File: src/rtl/deferred_update_wheel_pkg.sv
// Shared types and helpers for the deferred update wheel.
// The slot struct depends on WIDTH, so it is declared inside the top module.
package deferred_update_pkg;

  typedef enum logic {
    LAST_WINS  = 1'b0,
    FIRST_WINS = 1'b1
  } policy_e;

  // Slot index ptr+d modulo n; d never exceeds n, so one subtraction is enough.
  function automatic int unsigned wrap_add(input int unsigned ptr, input int unsigned d,
                                           input int unsigned n);
    int unsigned s;
    s = ptr + d;
    return (s >= n) ? s - n : s;
  endfunction

endpackage

File: src/rtl/deferred_update_wheel_if.sv
// Request/response bundle for the deferred update wheel.
// The master side issues schedule requests; the slave side is the wheel.
interface deferred_update_wheel_if #(
  parameter int unsigned WIDTH     = 1,
  parameter int unsigned NUM_CH    = 2,
  parameter int unsigned MAX_DELAY = 16
);
  localparam int unsigned DW = $clog2(MAX_DELAY + 1);

  logic                         policy;
  logic [NUM_CH-1:0]            req_valid;
  logic [NUM_CH-1:0][DW-1:0]    req_delay;
  logic [NUM_CH-1:0][WIDTH-1:0] req_data;
  logic [NUM_CH-1:0]            req_err;
  logic [NUM_CH-1:0]            req_lost;
  logic [WIDTH-1:0]             out_q;
  logic                         out_event;
  logic                         out_change;
  logic [DW-1:0]                pend_cnt;

  modport master (
    output policy, req_valid, req_delay, req_data,
    input  req_err, req_lost, out_q, out_event, out_change, pend_cnt
  );

  modport slave (
    input  policy, req_valid, req_delay, req_data,
    output req_err, req_lost, out_q, out_event, out_change, pend_cnt
  );
endinterface

File: src/rtl/deferred_update_wheel_arb.sv
// Combinational per-slot arbitration of the schedule requests.
// Highest channel index wins a slot; FIRST_WINS protects an already pending slot.
module deferred_update_arb
  import deferred_update_pkg::*;
#(
  parameter int unsigned NUM_CH    = 2,
  parameter int unsigned MAX_DELAY = 16,
  localparam int unsigned DW = $clog2(MAX_DELAY + 1),
  localparam int unsigned PW = $clog2(MAX_DELAY),
  localparam int unsigned CW = (NUM_CH > 1) ? $clog2(NUM_CH) : 1
) (
  input  logic                          policy,
  input  logic [NUM_CH-1:0]             req_valid,
  input  logic [NUM_CH-1:0][DW-1:0]     req_delay,
  input  logic [PW-1:0]                 ptr,
  input  logic [MAX_DELAY-1:0]          slot_valid,
  output logic [MAX_DELAY-1:0]          slot_we,
  output logic [MAX_DELAY-1:0][CW-1:0]  slot_sel,
  output logic [NUM_CH-1:0]             req_err,
  output logic [NUM_CH-1:0]             req_lost
);

  logic [NUM_CH-1:0]         live;
  logic [NUM_CH-1:0][PW-1:0] target;

  always_comb begin
    live    = '0;
    req_err = '0;
    target  = '0;
    for (int c = 0; c < NUM_CH; c++) begin
      live[c]    = req_valid[c] && (req_delay[c] != '0) && (req_delay[c] <= DW'(MAX_DELAY));
      req_err[c] = req_valid[c] && !live[c];
      target[c]  = PW'(wrap_add(32'(ptr), 32'(req_delay[c]), MAX_DELAY));
    end
  end

  always_comb begin
    logic hit;
    logic keep;
    slot_we  = '0;
    slot_sel = '0;
    for (int s = 0; s < MAX_DELAY; s++) begin
      hit = 1'b0;
      for (int c = 0; c < NUM_CH; c++) begin
        if (live[c] && (target[c] == PW'(s))) begin
          hit         = 1'b1;
          slot_sel[s] = CW'(c);
        end
      end
      // The slot under ptr is being applied now, so it never counts as pending.
      keep       = (policy_e'(policy) == FIRST_WINS) && slot_valid[s] && (PW'(s) != ptr);
      slot_we[s] = hit && !keep;
    end
  end

  always_comb begin
    req_lost = '0;
    for (int c = 0; c < NUM_CH; c++) begin
      req_lost[c] = live[c] &&
                    ((slot_sel[target[c]] != CW'(c)) || !slot_we[target[c]]);
    end
  end

endmodule

File: src/rtl/deferred_update_wheel.sv
// Clocked timing wheel that applies per-channel updates a fixed number of cycles later.
// Slot storage, pointer, output register and all status pulses are registered here.
module deferred_update_wheel
  import deferred_update_pkg::*;
#(
  parameter int unsigned      WIDTH     = 1,
  parameter int unsigned      NUM_CH    = 2,
  parameter int unsigned      MAX_DELAY = 16,
  parameter logic [WIDTH-1:0] RESET_VAL = '0
) (
  input logic                    clk,
  input logic                    rst_n,
  deferred_update_wheel_if.slave bus
);

  localparam int unsigned DW = $clog2(MAX_DELAY + 1);
  localparam int unsigned PW = $clog2(MAX_DELAY);
  localparam int unsigned CW = (NUM_CH > 1) ? $clog2(NUM_CH) : 1;

  typedef struct packed {
    logic             valid;
    logic [WIDTH-1:0] data;
  } slot_t;

  slot_t [MAX_DELAY-1:0]         slots_q, slots_d;
  logic  [PW-1:0]                ptr_q, ptr_d;
  logic  [WIDTH-1:0]             val_q, val_d;
  logic                          event_q, event_d;
  logic                          change_q, change_d;
  logic  [NUM_CH-1:0]            err_q, err_d;
  logic  [NUM_CH-1:0]            lost_q, lost_d;
  logic  [DW-1:0]                cnt_q, cnt_d;
  logic  [MAX_DELAY-1:0]         slot_valid;
  logic  [MAX_DELAY-1:0]         slot_we;
  logic  [MAX_DELAY-1:0][CW-1:0] slot_sel;

  always_comb begin
    for (int s = 0; s < MAX_DELAY; s++) slot_valid[s] = slots_q[s].valid;
  end

  deferred_update_arb #(
    .NUM_CH    (NUM_CH),
    .MAX_DELAY (MAX_DELAY)
  ) u_arb (
    .policy     (bus.policy),
    .req_valid  (bus.req_valid),
    .req_delay  (bus.req_delay),
    .ptr        (ptr_q),
    .slot_valid (slot_valid),
    .slot_we    (slot_we),
    .slot_sel   (slot_sel),
    .req_err    (err_d),
    .req_lost   (lost_d)
  );

  always_comb begin
    slots_d  = slots_q;
    val_d    = val_q;
    event_d  = 1'b0;
    change_d = 1'b0;
    if (slots_q[ptr_q].valid) begin
      val_d                 = slots_q[ptr_q].data;
      event_d               = 1'b1;
      change_d              = (slots_q[ptr_q].data != val_q);
      slots_d[ptr_q].valid  = 1'b0;
    end
    // Writes come after the apply-clear so a full-wheel delay refills the slot just applied.
    for (int s = 0; s < MAX_DELAY; s++) begin
      if (slot_we[s]) begin
        slots_d[s].valid = 1'b1;
        slots_d[s].data  = bus.req_data[slot_sel[s]];
      end
    end
    cnt_d = '0;
    for (int s = 0; s < MAX_DELAY; s++) cnt_d = cnt_d + DW'(slots_d[s].valid);
    ptr_d = (ptr_q == PW'(MAX_DELAY - 1)) ? '0 : ptr_q + PW'(1);
  end

  always_ff @(posedge clk or negedge rst_n) begin
    if (!rst_n) begin
      slots_q  <= '0;
      ptr_q    <= '0;
      val_q    <= RESET_VAL;
      event_q  <= 1'b0;
      change_q <= 1'b0;
      err_q    <= '0;
      lost_q   <= '0;
      cnt_q    <= '0;
    end else begin
      slots_q  <= slots_d;
      ptr_q    <= ptr_d;
      val_q    <= val_d;
      event_q  <= event_d;
      change_q <= change_d;
      err_q    <= err_d;
      lost_q   <= lost_d;
      cnt_q    <= cnt_d;
    end
  end

  assign bus.out_q      = val_q;
  assign bus.out_event  = event_q;
  assign bus.out_change = change_q;
  assign bus.req_err    = err_q;
  assign bus.req_lost   = lost_q;
  assign bus.pend_cnt   = cnt_q;

endmodule

File: src/flat_wrapper.sv
// flat-port wrapper written by rule: the top's interface ports become plain ports
module deferred_update_wheel_flat import deferred_update_pkg::*;
#(
  parameter int unsigned      WIDTH     = 1,
  parameter int unsigned      NUM_CH    = 2,
  parameter int unsigned      MAX_DELAY = 16,
  parameter logic [WIDTH-1:0] RESET_VAL = '0
)
  (clk, rst_n, bus_policy, bus_req_valid, bus_req_delay, bus_req_data, bus_req_err, bus_req_lost, bus_out_q, bus_out_event, bus_out_change, bus_pend_cnt);
  deferred_update_wheel_if #(.WIDTH(WIDTH), .NUM_CH(NUM_CH), .MAX_DELAY(MAX_DELAY)) bus_i ();
  input logic clk;
  input logic rst_n;
  input wire logic [$bits(bus_i.policy)-1:0] bus_policy;
  input wire logic [$bits(bus_i.req_valid)-1:0] bus_req_valid;
  input wire logic [$bits(bus_i.req_delay)-1:0] bus_req_delay;
  input wire logic [$bits(bus_i.req_data)-1:0] bus_req_data;
  output wire logic [$bits(bus_i.req_err)-1:0] bus_req_err;
  output wire logic [$bits(bus_i.req_lost)-1:0] bus_req_lost;
  output wire logic [$bits(bus_i.out_q)-1:0] bus_out_q;
  output wire logic [$bits(bus_i.out_event)-1:0] bus_out_event;
  output wire logic [$bits(bus_i.out_change)-1:0] bus_out_change;
  output wire logic [$bits(bus_i.pend_cnt)-1:0] bus_pend_cnt;
  assign bus_i.policy = bus_policy;
  assign bus_i.req_valid = bus_req_valid;
  assign bus_i.req_delay = bus_req_delay;
  assign bus_i.req_data = bus_req_data;
  assign bus_req_err = bus_i.req_err;
  assign bus_req_lost = bus_i.req_lost;
  assign bus_out_q = bus_i.out_q;
  assign bus_out_event = bus_i.out_event;
  assign bus_out_change = bus_i.out_change;
  assign bus_pend_cnt = bus_i.pend_cnt;
  deferred_update_wheel #(.WIDTH(WIDTH), .NUM_CH(NUM_CH), .MAX_DELAY(MAX_DELAY), .RESET_VAL(RESET_VAL)) u_core (.clk(clk), .rst_n(rst_n), .bus(bus_i));
endmodule
File: config.mk
export PLATFORM = sky130hd
export DESIGN_NAME = deferred_update_wheel_flat
export DESIGN_NICKNAME = d
export VERILOG_FILES = /design/src/rtl/deferred_update_wheel_pkg.sv /design/src/rtl/deferred_update_wheel_if.sv /design/src/rtl/deferred_update_wheel_arb.sv /design/src/rtl/deferred_update_wheel.sv /design/src/flat_wrapper.sv
export SDC_FILE = /design/constraint.sdc
export NUM_CORES = 1
export LEC_CHECK = 0
export BUFFER_PORTS_ARGS = -buffer_cell sky130_fd_sc_hd__buf_2
export CORE_MARGIN = 3
export CORE_UTILIZATION = 67
export CTS_CLUSTER_SIZE = 28
export DETAILED_ROUTE_END_ITERATION = 7
export PLACE_DENSITY = 0.87
export SLEW_MARGIN = 20
export SYNTH_ARGS = -nofsm -noshare
export SYNTH_HDL_FRONTEND = slang
export SYNTH_HIERARCHICAL = 1
export SYNTH_SLANG_ARGS = --single-unit
File: constraint.sdc
create_clock -name clk -period 13.22 [get_ports clk]
set_input_delay 2.644 -clock clk [delete_from_list [all_inputs] [get_ports clk]]
set_output_delay 2.644 -clock clk [all_outputs]
set_load 0.01 [all_outputs]
==> results.py <==
metrics = {
    "clock_network": {
        "clkTransAtPathRegs_ps": 90,
        "cts.repair.resized": 0,
        "cts_buffers": 5,
        "cts_root_buf": "clkbuf_8",
        "clockBufferDepth": 2,
        "clkLatencyLatePin_ps": 300,
        "cts_tree": "yes",
        "cts.sinks": 48,
        "cts_hold_buf": 0,
        "postCtsSetupBuffers": 0,
        "htreeDepth": 2,
    },
    "worst_setup_path": {
        "crit_required_ps": 13430,
        "endpoint_kind": "flip-flop",
        "worst_path_max_delay_cell": "fa_1",
        "path_buf_inv": 4,
        "worstPathArrival_ps": 8590,
        "cpLargestDelayFamily": "adder cells",
        "path_class": "in -> reg",
        "critPathMaxFanout": 21,
        "worstPathCellList": "buf_2 > ha_1 > fa_1 > nand4_1 > mux2i_1 > o21ai_0 > a21oi_1 > a21oi_1 > fa_1 > inv_1 > fa_1 > fa_1 > inv_1 > fa_1 > inv_1 > ha_1 > a21o_1 > a21oi_1 > xnor2_1",
        "crit_top_cell": "fa_1",
        "start_kind": "input port",
        "slowest_delay_ps": 970,
    },
    "routing": {
        "drc": 0,
        "wirelength_mm": 12.3,
        "viasPerCell": 6.89,
        "wl_per_cell_um": 22.0,
        "vias": 3853,
        "dr.pass1.iters": 5,
        "ant_nets": 0,
        "drtIter0Drc": 543,
    },
    "finish": {
        "drive_gt1_share_pct": 17.6,
        "syn_to_final_growth_pct": 5.60,
        "seqCellArea_sq_um": 1200,
        "nets": 527,
        "multi_input_area_sq_um": 2900,
        "fillers": 446,
        "antennaDiodeCount": 0,
    },
    "placed_design": {
        "dp_hpwl_mm": 9.28,
        "routabilityCongestion": 1.06,
        "portBuffers": 28,
    },
    "synthesis": {
        "synth_area_per_cell_sq_um": 9.40,
        "synth_seq_cells": 48,
        "syn_area_sq_um": 4340,
        "synth_ff_type": "dfrtp_1",
        "syn_nets": 505,
        "ys_types": 72,
        "ys_warn_count": 6,
        "synth_edf_count": 0,
        "synth_cells": 461,
        "async_flop_share_pct": 100,
        "ys_seq_area_share_pct": 27.7,
    },
    "timing": {
        "fmax_mhz": 119,
        "setup_viol": 0,
        "slew-limit-headroom_pct": 39.5,
        "whs_ps": 536,
        "post-route-period-util_pct": 63.4,
        "rsz0062_at_grt": "no",
        "finalMaxSlewViolations": 0,
        "post-route-min-period_ps": 8380,
        "worst_slew_pin_slew_ps": 904,
        "skew_ps": 6.46,
        "hold_viol_final": 0,
        "finalSetupTns_ps": 0,
    },
    "grt": {
        "grt.total_usage_pct": 34.6,
        "grt_pass1_wl_mm": 19.6,
        "antenna_found_initial": 0,
        "grt_max_degree": 44,
        "grt_overflow_total": 0,
        "grt_pass1_vias": 3688,
    },
    "status": {
        "status": "finished, final reports clean",
    },
    "floorplanning": {
        "die_y_um": 86.4,
        "die-area_sq_um": 7470,
        "coreArea_sq_um": 6100,
        "row_count": 28,
        "start_util_pct": 71.1,
        "chipWidth_um": 86.4,
        "top_level_ports": 29,
    },
    "job": {
        "drv_cap": 0,
    },
    "power_and_ir_drop": {
        "power_leakage_uw": 0.00206,
        "powerDensity_nw_per_um2": 244,
        "peakVddDrop_v": 0.000628,
    },
    "worst_hold_path": {
        "hp-class": "reg -> reg",
    },
}
## stage by stage
stage / instances / power, uW / instance area (sq um) / utilization [%] / setup WS, ps
detailed placement: 551 / 1010 / 4470 / 73.3 / 4660
finish: 559 / 1120 / 4580 / 75.1 / 4840
CTS: 559 / 1120 / 4580 / 75.1 / 4990
floorplan: 461 / 812 / 4340 / - / 5650
global route: 559 / 1240 / 4580 / 75.1 / 4630
global placement: 551 / 923 / 4470 / 73.3 / 4760
## synth_stat cells, types with 8 or more instances
cell type / n / share of area [%]
ha_1: 15 / 4.3
o21ai_0: 16 / 1.8
fa_1: 12 / 5.5
dfrtp_1: 48 / 28
a31oi_1: 10 / 1.4
nor2b_1: 11 / 1.6
nand3_1: 8 / 0.92
nor2_1: 47 / 4.1
nand2_1: 44 / 3.8
a211oi_1: 8 / 1.4
mux2i_1: 23 / 5.3
a21o_1: 21 / 3.6
inv_1: 28 / 2.4
a21oi_1: 40 / 4.6
## registers in the layout, indices dropped and copies added (netlist names)
signal,cells
u_core/ptr_q,4
u_core/bus.out_q,1
u_core/bus.req_lost,2
u_core/slot_valid,16
u_core/slots_q,16
u_core/bus.out_change,1
u_core/bus.pend_cnt,5
u_core/bus.out_event,1
u_core/bus.req_err,2
## layout by cell type (no fill, tap or decap), types with 4 or more instances in the layout
cell / instances
mux4_1: 7
mux2i_1: 23
a31oi_1: 10
buf_2: 28
nor2_1: 47
a211oi_1: 8
buf_4: 4
and2_2: 5
o21ai_0: 16
inv_1: 28
a2111oi_2: 5
xnor2_1: 7
nand2_1: 44
dfrtp_1: 48
a21oi_1: 40
clkbuf_8: 5
nor2b_1: 11
nand3_1: 8
a21o_1: 21
nand4_1: 4
fa_1: 12
a22oi_1: 4
ha_1: 15
nand4b_1: 4
## final timing paths
check | from | depth (start not counted) | to | slack, ps
min | u_core/slots_q[26] | 2 | u_core/slots_q[26] | 540
max | bus_req_delay[5] | 19 | u_core/bus.pend_cnt[3] | 4840
max reg2reg | u_core/ptr_q[0] | 19 | u_core/bus.pend_cnt[3] | 6660
min in group asynchronous | rst_n | 1 | u_core/bus.req_err[1] | 2140
max in group asynchronous | rst_n | 2 | u_core/slot_valid[6] | 10310
min reg2reg | u_core/slots_q[26] | 2 | u_core/slots_q[26] | 540
## kinds of logic (layout without fill, tap and decap cells)
logic type               count (synthesis)  in the layout  share of synthesized area, %
XOR/XNOR                                15             15                          3.90
AND/OR/NAND/NOR                        157            157                          19.7
buffers and inverters                   45             68                          5.40
multiplexers                            37             37                          12.5
AO/OA/AOI/OAI                          132            132                          20.9
adder cells (fa/ha/maj)                 27             27                          9.87
flip-flops                              48             48                          27.7
## power by group
part           switching (uW)  internal, uW
sequential               40.1           221
combinational             408           346
clock                    48.5          56.2
## layer usage
layer / track usage (%) / vias to the layer above / wire length, um / part of all wire (%)
met5: 0 / - / 0 / 0
met4: 11.5 / 0 / 345 / 2.8
met3: 4.85 / 40 / 1120 / 9.1
met2: 54.5 / 242 / 5830 / 47
met1: 49.4 / 1855 / 4980 / 41
li1: - / 1716 / - / -
## cell type report
class,count,share of cell area [%]
clock buffers,6,1.59
clock inverters,2,0.765
inverters,28,2.30
multi-input cells,368,63.4
flip-flops and latches,48,26.2
well taps,75,2.05
repair buffers,32,3.72
## worst reg2reg max path, stage by stage (launching register included)
cell and delay, ps:
dfrtp_1 370, buf_4 230, ha_1 270, fa_1 970, nand4_1 170, mux2i_1 370
o21ai_0 260, a21oi_1 610, a21oi_1 140, fa_1 540, inv_1 60, fa_1 440
fa_1 520, inv_1 60, fa_1 580, inv_1 60, ha_1 310, a21o_1 180
a21oi_1 170, xnor2_1 160
(Power assumes the default switching activity.)
